### config.mk
export PLATFORM = sky130hd
export DESIGN_NAME = mem_port_ctrl_flat
export DESIGN_NICKNAME = d
export VERILOG_FILES = /design/src/rtl/mem_port_ctrl_if.sv /design/src/rtl/mem_port_ctrl.sv /design/src/flat_wrapper.sv
export SDC_FILE = /design/constraint.sdc
export NUM_CORES = 1
export LEC_CHECK = 0
export BUFFER_PORTS_ARGS = -buffer_cell sky130_fd_sc_hd__buf_2
export CELL_PAD_IN_SITES_DETAIL_PLACEMENT = 1
export CELL_PAD_IN_SITES_GLOBAL_PLACEMENT = 2
export CORE_ASPECT_RATIO = 0.6
export CORE_UTILIZATION = 26
export DETAILED_ROUTE_END_ITERATION = 12
export PLACE_DENSITY = 0.86
export SKIP_LAST_GASP = 1
export SLEW_MARGIN = 25
export SYNTH_ARGS = -nofsm -noshare
export SYNTH_HDL_FRONTEND = slang
export SYNTH_SLANG_ARGS = --single-unit
### constraint.sdc
create_clock -name clk -period 2.1 [get_ports clk]
set_input_delay 0 -clock clk [delete_from_list [all_inputs] [get_ports clk]]
set_output_delay 0 -clock clk [all_outputs]
set_load 0.1 [all_outputs]
### src/rtl/mem_port_ctrl_if.sv
// Bus bundles for mem_port_ctrl: the CPU-side request/response bus and the
// physical-memory bus. The controller is the slave of cpu_bus_if and the master of pmem_bus_if.
`timescale 1ns/1ps

interface cpu_bus_if;
    logic        read;
    logic        write;
    logic [31:0] address;
    logic [31:0] wdata;
    logic [3:0]  mbe;
    logic [31:0] rdata;
    logic        resp;
    logic        err;

    modport master (
        output read, write, address, wdata, mbe,
        input  rdata, resp, err
    );

    modport slave (
        input  read, write, address, wdata, mbe,
        output rdata, resp, err
    );
endinterface

interface pmem_bus_if;
    logic        read;
    logic        write;
    logic [31:0] address;
    logic [31:0] wdata;
    logic [3:0]  mbe;
    logic [31:0] rdata;
    logic        resp;

    modport master (
        output read, write, address, wdata, mbe,
        input  rdata, resp
    );

    modport slave (
        input  read, write, address, wdata, mbe,
        output rdata, resp
    );
endinterface

### src/rtl/mem_port_ctrl.sv
// Registered request/response bridge between the RV32I multicycle core and variable-latency memory.
// Optional REQ timeout is enabled by defining MEM_PORT_TIMEOUT_EN.
`timescale 1ns/1ps

module mem_port_ctrl #(
    parameter int CNT_W          = 32,
    parameter int TIMEOUT_CYCLES = 255
) (
    input  logic              clk,
    input  logic              rst,
    cpu_bus_if.slave          cpu,
    pmem_bus_if.master        pmem,
    output logic [CNT_W-1:0]  stall_count
);

    typedef enum logic [1:0] {
        IDLE = 2'd0,
        REQ  = 2'd1,
        DONE = 2'd2
    } state_e;

    state_e             state_q, state_d;
    logic [29:0]        addr_q, addr_d;
    logic [31:0]        wdata_q, wdata_d;
    logic [3:0]         mbe_q, mbe_d;
    logic [31:0]        rdata_q, rdata_d;
    logic               err_q, err_d;
    logic               pmem_read_q, pmem_read_d;
    logic               pmem_write_q, pmem_write_d;
    logic [CNT_W-1:0]   stall_q, stall_d;
    logic               timeout_hit;

    function automatic logic mbe_legal(input logic [3:0] mbe);
        case (mbe)
            4'b0001, 4'b0010, 4'b0100, 4'b1000,
            4'b0011, 4'b1100, 4'b1111: mbe_legal = 1'b1;
            default:                   mbe_legal = 1'b0;
        endcase
    endfunction

`ifdef MEM_PORT_TIMEOUT_EN
    localparam int TO_W = $clog2(TIMEOUT_CYCLES + 1);

    logic [TO_W-1:0] timeout_q, timeout_d;

    // Counter sits at zero outside REQ, so it is already clear on REQ entry.
    assign timeout_hit = (timeout_q == TO_W'(TIMEOUT_CYCLES - 1));

    always_comb begin
        timeout_d = '0;
        if (state_q == REQ) begin
            timeout_d = timeout_q + TO_W'(1);
        end
    end

    always_ff @(posedge clk or negedge rst) begin
        if (!rst) begin
            timeout_q <= '0;
        end else begin
            timeout_q <= timeout_d;
        end
    end
`else
    localparam int unused_timeout_cycles = TIMEOUT_CYCLES;

    assign timeout_hit = 1'b0;
`endif

    always_comb begin
        state_d      = state_q;
        addr_d       = addr_q;
        wdata_d      = wdata_q;
        mbe_d        = mbe_q;
        rdata_d      = rdata_q;
        err_d        = err_q;
        pmem_read_d  = pmem_read_q;
        pmem_write_d = pmem_write_q;
        stall_d      = stall_q;

        case (state_q)
            IDLE: begin
                if (cpu.read && cpu.write) begin
                    err_d   = 1'b1;
                    rdata_d = '0;
                    state_d = DONE;
                end else if (cpu.read) begin
                    addr_d      = cpu.address[31:2];
                    wdata_d     = cpu.wdata;
                    mbe_d       = 4'hF;
                    pmem_read_d = 1'b1;
                    state_d     = REQ;
                end else if (cpu.write) begin
                    if (mbe_legal(cpu.mbe)) begin
                        addr_d       = cpu.address[31:2];
                        wdata_d      = cpu.wdata;
                        mbe_d        = cpu.mbe;
                        pmem_write_d = 1'b1;
                        state_d      = REQ;
                    end else begin
                        err_d   = 1'b1;
                        rdata_d = '0;
                        state_d = DONE;
                    end
                end
            end

            REQ: begin
                if (stall_q != '1) begin
                    stall_d = stall_q + CNT_W'(1);
                end
                // A response landing on the timeout cycle still counts as a normal completion.
                if (pmem.resp) begin
                    rdata_d      = pmem_write_q ? 32'h0 : pmem.rdata;
                    pmem_read_d  = 1'b0;
                    pmem_write_d = 1'b0;
                    state_d      = DONE;
                end else if (timeout_hit) begin
                    rdata_d      = '0;
                    err_d        = 1'b1;
                    pmem_read_d  = 1'b0;
                    pmem_write_d = 1'b0;
                    state_d      = DONE;
                end
            end

            DONE: begin
                err_d   = 1'b0;
                state_d = IDLE;
            end

            default: begin
                state_d = IDLE;
            end
        endcase
    end

    always_ff @(posedge clk or negedge rst) begin
        if (!rst) begin
            state_q      <= IDLE;
            addr_q       <= '0;
            wdata_q      <= '0;
            mbe_q        <= '0;
            rdata_q      <= '0;
            err_q        <= 1'b0;
            pmem_read_q  <= 1'b0;
            pmem_write_q <= 1'b0;
            stall_q      <= '0;
        end else begin
            state_q      <= state_d;
            addr_q       <= addr_d;
            wdata_q      <= wdata_d;
            mbe_q        <= mbe_d;
            rdata_q      <= rdata_d;
            err_q        <= err_d;
            pmem_read_q  <= pmem_read_d;
            pmem_write_q <= pmem_write_d;
            stall_q      <= stall_d;
        end
    end

    assign cpu.rdata    = rdata_q;
    assign cpu.resp     = (state_q == DONE);
    assign cpu.err      = err_q;
    assign pmem.read    = pmem_read_q;
    assign pmem.write   = pmem_write_q;
    assign pmem.address = {addr_q, 2'b00};
    assign pmem.wdata   = wdata_q;
    assign pmem.mbe     = mbe_q;
    assign stall_count  = stall_q;

endmodule

### src/flat_wrapper.sv
// flat-port wrapper written by rule: the top's interface ports become plain ports
module mem_port_ctrl_flat 
#(
    parameter int CNT_W          = 32,
    parameter int TIMEOUT_CYCLES = 255
)
  (clk, rst, stall_count, cpu_read, cpu_write, cpu_address, cpu_wdata, cpu_mbe, cpu_rdata, cpu_resp, cpu_err, pmem_read, pmem_write, pmem_address, pmem_wdata, pmem_mbe, pmem_rdata, pmem_resp);
  cpu_bus_if cpu_i ();
  pmem_bus_if pmem_i ();
  input  logic clk;
  input  logic rst;
  output logic [CNT_W-1:0] stall_count;
  input wire logic [$bits(cpu_i.read)-1:0] cpu_read;
  input wire logic [$bits(cpu_i.write)-1:0] cpu_write;
  input wire logic [$bits(cpu_i.address)-1:0] cpu_address;
  input wire logic [$bits(cpu_i.wdata)-1:0] cpu_wdata;
  input wire logic [$bits(cpu_i.mbe)-1:0] cpu_mbe;
  output wire logic [$bits(cpu_i.rdata)-1:0] cpu_rdata;
  output wire logic [$bits(cpu_i.resp)-1:0] cpu_resp;
  output wire logic [$bits(cpu_i.err)-1:0] cpu_err;
  output wire logic [$bits(pmem_i.read)-1:0] pmem_read;
  output wire logic [$bits(pmem_i.write)-1:0] pmem_write;
  output wire logic [$bits(pmem_i.address)-1:0] pmem_address;
  output wire logic [$bits(pmem_i.wdata)-1:0] pmem_wdata;
  output wire logic [$bits(pmem_i.mbe)-1:0] pmem_mbe;
  input wire logic [$bits(pmem_i.rdata)-1:0] pmem_rdata;
  input wire logic [$bits(pmem_i.resp)-1:0] pmem_resp;
  assign cpu_i.read = cpu_read;
  assign cpu_i.write = cpu_write;
  assign cpu_i.address = cpu_address;
  assign cpu_i.wdata = cpu_wdata;
  assign cpu_i.mbe = cpu_mbe;
  assign cpu_rdata = cpu_i.rdata;
  assign cpu_resp = cpu_i.resp;
  assign cpu_err = cpu_i.err;
  assign pmem_read = pmem_i.read;
  assign pmem_write = pmem_i.write;
  assign pmem_address = pmem_i.address;
  assign pmem_wdata = pmem_i.wdata;
  assign pmem_mbe = pmem_i.mbe;
  assign pmem_i.rdata = pmem_rdata;
  assign pmem_i.resp = pmem_resp;
  mem_port_ctrl #(.CNT_W(CNT_W), .TIMEOUT_CYCLES(TIMEOUT_CYCLES)) u_core (.clk(clk), .rst(rst), .cpu(cpu_i), .pmem(pmem_i), .stall_count(stall_count));
endmodule
Yosys cells after proc, flatten, opt, wreduce, memory -nomap -nowiden --
Cells that the tools add are included.
Operators by class: $add $sub $neg 1, equality and inequality tests 20, muxes and demuxes 41, bitwise operators 1, reductions and logical operators 14
Operators by type and width (count):
- 32-bit two-way mux | 9
- 30-bit two-way mux | 3
- 32-bit one-hot mux with 2 select lines | 1
- 32-bit by 1-bit adder with 32-bit output (second input constant) | 1
- 32-bit inequality test (second input constant) | 1
- 1-bit two-way mux | 16
- 4-bit == test (second input constant) | 3
- 4-bit two-way mux | 3
- 4-bit AND reduction | 3
- 2-bit two-way mux | 5
- 2-bit inequality test (second input constant) | 5
- 3-bit by 2-bit inequality test with 1-bit output (second input constant) | 3
- 4-bit by 2-bit == test with 1-bit output (second input constant) | 2
- 2-bit nonzero test | 4
- 7-bit OR reduction | 1
- 1-bit one-hot mux with 2 select lines | 3
- 6-bit AND reduction | 1
- 5-bit AND reduction | 1
- 4-bit by 1-bit == test with 1-bit output (second input constant) | 1
- 4-bit by 3-bit == test with 1-bit output (second input constant) | 1
- 4-bit by 3-bit inequality test with 1-bit output (second input constant) | 1
- 2-bit one-hot mux with 2 select lines | 1
- 2-bit AND reduction | 2
- 2-bit by 1-bit == test with 1-bit output (second input constant) | 1
- other kinds (5) | 5
Storage, ports and cells: register bits 135, input bits 105, output and inout bits 136, word-level logic and storage cells 86

Depth between registers and ports, before layout --
depth after elaboration 12, mapped depth 8, depth with buffers taken out 6

Worst setup path after synthesis --
Ideal clock, no wire load.
path kind register -> register, start point register u_core.stall_q[4], in the netlist u_core.stall_count[4], end point register u_core.stall_q[31], in the netlist u_core.stall_count[31], setup time 0.128 ns, data arrival time 2.614 ns, required time 1.972 ns, setup slack -0.643 ns, stages on the path, launching flop included 6, buffers on the path 1, clock period less this slack 2.743 ns, cell sequence dfrtp_1 > nand4_1 > or4_1 > buf_2 > nor4_1 > mux2_1
Between the ends: cells in the longest elaborated chain, start to end 2, elaborated cells between the ends (all ways) 3, classes of those cells 1 x add/sub; 1 x eq/ne; 1 x reduce/logical
Ends and longest elaborated chain:
- start, declared | RTL line mem_port_ctrl.sv:30 | logic [CNT_W-1:0] stall_q, stall_d;
- start signal, assigned | RTL line mem_port_ctrl.sv:157 | stall_q <= stall_d;
- branches (longest 2 deep; another with 32-bit by 1-bit adder with 32-bit output)
Several ways; the timed one is not identified. A chain may end at the register's enable or synchronous reset.

Worst setup path after layout --
start point register u_core.stall_q[0], in the netlist u_core.stall_count[0], end point register u_core.stall_q[28], in the netlist u_core.stall_count[28]
Same word-level chain as after synthesis.

==> results_dict.tcl <==
set metrics [dict create \
    grt_pass1_vias 7521 \
    pin_count 241 \
    route.detailed.drc 0 \
    drtIter0Drc 358 \
    portBuffers 236 \
    postPlaceCellArea_mm2 0.008700 \
    synth_top_family_by_area "compound AO/OA/AOI/OAI gates" \
    drtPass1Iterations 4 \
    clkSinkCount 135 \
    num_rows 45 \
    hold_viol 0 \
    drive_gt1_share_pct 31.22 \
    synth_edf_count 0 \
    antenna_found_initial 0 \
    outcome "finished, final reports clean" \
    finalInstanceArea_mm2 0.01029 \
    syn_avg_cell_area_um2 8.820 \
    ys_seq_elements 135 \
    clock_path_buffers 2 \
    min_period_ns 2.075 \
    maxCapViolCount 0 \
    core_mm2 0.02573 \
    cts_tree "yes" \
    route.antenna.remaining_nets 0 \
    synth_cell_types 51 \
    synth_compound_area_share_pct 27.36 \
    startpoint "u_core.stall_count[0]$_DFFE_PN0P_" \
    path_max_fanout 5 \
    syn_inst 787 \
    min_from "cpu_write" \
    skew_ns 0.008093 \
    worstPathArrival_ns 2.42 \
    crit_slowest_cell "nor4_2" \
    areaGrowthSynthToFinish_pct 48.31 \
    critPathRequiredTime_ns 2.45 \
    dp_hpwl_um 16530 \
    synth-adder-area-share_pct 0.1802 \
    grt_pass1_wl_um 40930 \
    final_max_slew_viol_count 0 \
    dieHeight_um 128.6 \
    hold_ws_ns 0.07488 \
    rsz0062_at_grt "true" \
    synth_mux_area_share_pct 0.9913 \
    crit_type "reg -> reg" \
    worstHoldPathType "in -> reg" \
    vias 7440 \
    synth-xor-area-share_pct 3.280 \
    reg2reg_from "u_core.stall_count[0]$_DFFE_PN0P_" \
    ys_warn_count 0 \
    startpoint_type "register" \
    cts-root-buf "clkbuf_16" \
    cts_made_buffers 17 \
    cts_max_level 4 \
    start_util_pct 26.98 \
    antennaDiodeCount 0 \
    critPathTopFamily "simple AND/OR/NAND/NOR gates" \
    synth_area_mm2 0.006942 \
    synth_ff_type "dfrtp_1" \
    clk_latency_ns 0.43 \
    ys_seq_area_share_pct 48.67 \
    async_flop_share_pct 100.0 \
    num-fill-cells 3035 \
    critPathBufInv 0 \
    grtUsageTotal_pct 19.17 \
    vias_per_cell 5.061 \
    grt_overflow 0 \
    fmax_mhz 481.9 \
    design.die.area_mm2 0.02738 \
    finalSetupViolCount 0 \
    gp_congestion 0.7807 \
    end_kind "register" \
    fin_nets 1211 \
    crit_chain "ha_1 -> nand3b_1 -> nor4_2 -> nand3_1 -> nor2_1 -> xor2_1" \
    wl_um 25890 \
    die_w_um 212.9 \
    grt_start_max_net_pins 83 \
    clkSlewWorstSetupHoldPaths_ns 0.07 \
    max_stage_delay_ns 0.54 \
    tightest_slew_ns 0.7641 \
    finalCritPeriodShare_pct 98.81 \
    wl_per_cell_um 17.61 \
    synthSimpleGateAreaFrac_pct 14.65 \
    relSlewSlack_pct 49.06 \
]
==> registers in the layout (all words and copies together), names as in the netlist <==
| register | flops |
|---|---|
| u_core.addr_q | 30 |
| u_core.cpu.err | 1 |
| u_core.cpu.rdata | 32 |
| u_core.pmem.mbe | 4 |
| u_core.pmem.read | 1 |
| u_core.pmem.wdata | 32 |
| u_core.pmem.write | 1 |
| u_core.stall_count | 32 |
| u_core.state_q | 2 |
==> placed cells by master, fill, tap and decap left out, types with 3 or more instances in the layout <==
cell,instances
a22o_1,32
nor4_1,5
inv_8,4
and3_1,3
dlygate4sd3_1,100
nor3_1,14
or2_2,3
clkbuf_16,17
buf_12,6
clkinv_4,3
o22ai_1,124
dfrtp_2,10
dfrtp_4,22
buf_2,233
o21ai_0,11
nand3_1,7
inv_1,8
nand2_1,23
a21oi_1,129
xor2_1,18
xnor2_1,8
buf_4,26
nand4_1,7
dfrtp_1,103
nor2_1,145
inv_6,6
==> logic make-up (layout without fill, tap and decap cells) <==
logic type | Yosys count | in the layout
simple gates | 229 | 229
flops | 135 | 135
buf+inv | 76 | 406
compound gates | 313 | 313
xor+xnor | 26 | 26
fa+ha+maj | 1 | 1
mux | 6 | 6
other cells | 1 | 2
==> metal layers <==
metal | wire, µm | up-vias | track usage [%]
li1 | - | 3532 | -
met1 | 12530 | 3701 | 25.98
met2 | 11580 | 184 | 29.66
met3 | 1499 | 23 | 5.858
met4 | 279 | 0 | 4.909
met5 | 0 | - | 0
==> cell usage after synthesis, types with 2 or more instances <==
| cell type | n | area (µm²) |
|---|---|---|
| nor2_1 | 146 | 548.0 |
| dfrtp_1 | 135 | 3378 |
| a21oi_1 | 130 | 650.6 |
| o22ai_1 | 124 | 775.7 |
| clkbuf_1 | 51 | 191.4 |
| a22o_1 | 32 | 280.3 |
| nand2_1 | 23 | 86.33 |
| xor2_1 | 18 | 157.7 |
| nor3_1 | 16 | 80.08 |
| o21ai_0 | 11 | 55.05 |
| buf_2 | 9 | 45.04 |
| inv_1 | 8 | 30.03 |
| xnor2_1 | 8 | 70.07 |
| nand3_1 | 7 | 35.03 |
| nand4_1 | 7 | 43.79 |
| nor4_1 | 5 | 31.28 |
| buf_6 | 4 | 45.04 |
| and3_1 | 3 | 18.77 |
| or2_2 | 3 | 18.77 |
| or4_1 | 3 | 22.52 |
| a21boi_0 | 2 | 15.01 |
| a31oi_1 | 2 | 12.51 |
| and4_1 | 2 | 17.52 |
| buf_1 | 2 | 7.510 |
| buf_4 | 2 | 15.01 |
| mux2_2 | 2 | 22.52 |
| mux2i_1 | 2 | 20.02 |
| nand2b_1 | 2 | 12.51 |
| nand3b_1 | 2 | 15.01 |
| nor3b_1 | 2 | 15.01 |
| nor4b_1 | 2 | 17.52 |
| o21a_1 | 2 | 15.01 |
| o22a_1 | 2 | 17.52 |
==> cell type report <==
class | count | area [µm²] | share of cell area (%)
clock buffer | 17 | 425.4 | 4.132
tap | 352 | 440.4 | 4.278
sequential | 135 | 3473 | 33.74
timing repair buffer | 366 | 2494 | 24.22
multi-input combinational | 577 | 3284 | 31.90
clock inverter | 15 | 147.6 | 1.434
inverter | 8 | 30.03 | 0.2917
==> repair_timing <==
item / in CTS / in global routing
resized for setup: 0 / 3
endpoints found under the hold margin: 236 / 0
setup endpoints to repair: 0 / 10
hold buffers: 100 / 0
buffers inserted: 0 / 2
==> worst paths after layout <==
check	slack [ns]	end	depth (start not counted)
worst max-delay path	0.02	u_core.stall_count[28]$_DFFE_PN0P_	6
worst min-delay path	0.07	u_core.cpu.err$_DFFE_PN0P_	4
worst max register to register	0.02	u_core.stall_count[28]$_DFFE_PN0P_	6
worst min register to register	0.49	u_core.pmem.read$_DFFE_PN0P_	2
max in group asynchronous	1.34	u_core.stall_count[2]$_DFFE_PN0P_	3
min in group asynchronous	0.08	u_core.stall_count[26]$_DFFE_PN0P_	2
==> through the flow <==
step	setup slack, ns	setup TNS (ns)	util [%]	instances
2_1_floorplan	-0.09131	-0.1177	-	788
3_3_place_gp	0.1259	0	33.81	1336
3_5_place_dp	0.04182	0	33.81	1336
4_1_cts	0.02819	0	39.93	1468
5_1_grt	-0.003556	-0.005123	40.01	1470
6_report	0.02493	0	40.01	1470
==> worst reg2reg max path, stage by stage, from the launching register on <==
cell and delay, ns:
dfrtp_4 0.44, ha_1 0.23, nand3b_1 0.13, nor4_2 0.54
nand3_1 0.26, nor2_1 0.21, xor2_1 0.17
Power is left out: the tool's default activity adds up to more than one toggle a clock period on the data nets, which glitch-free logic cannot reach.
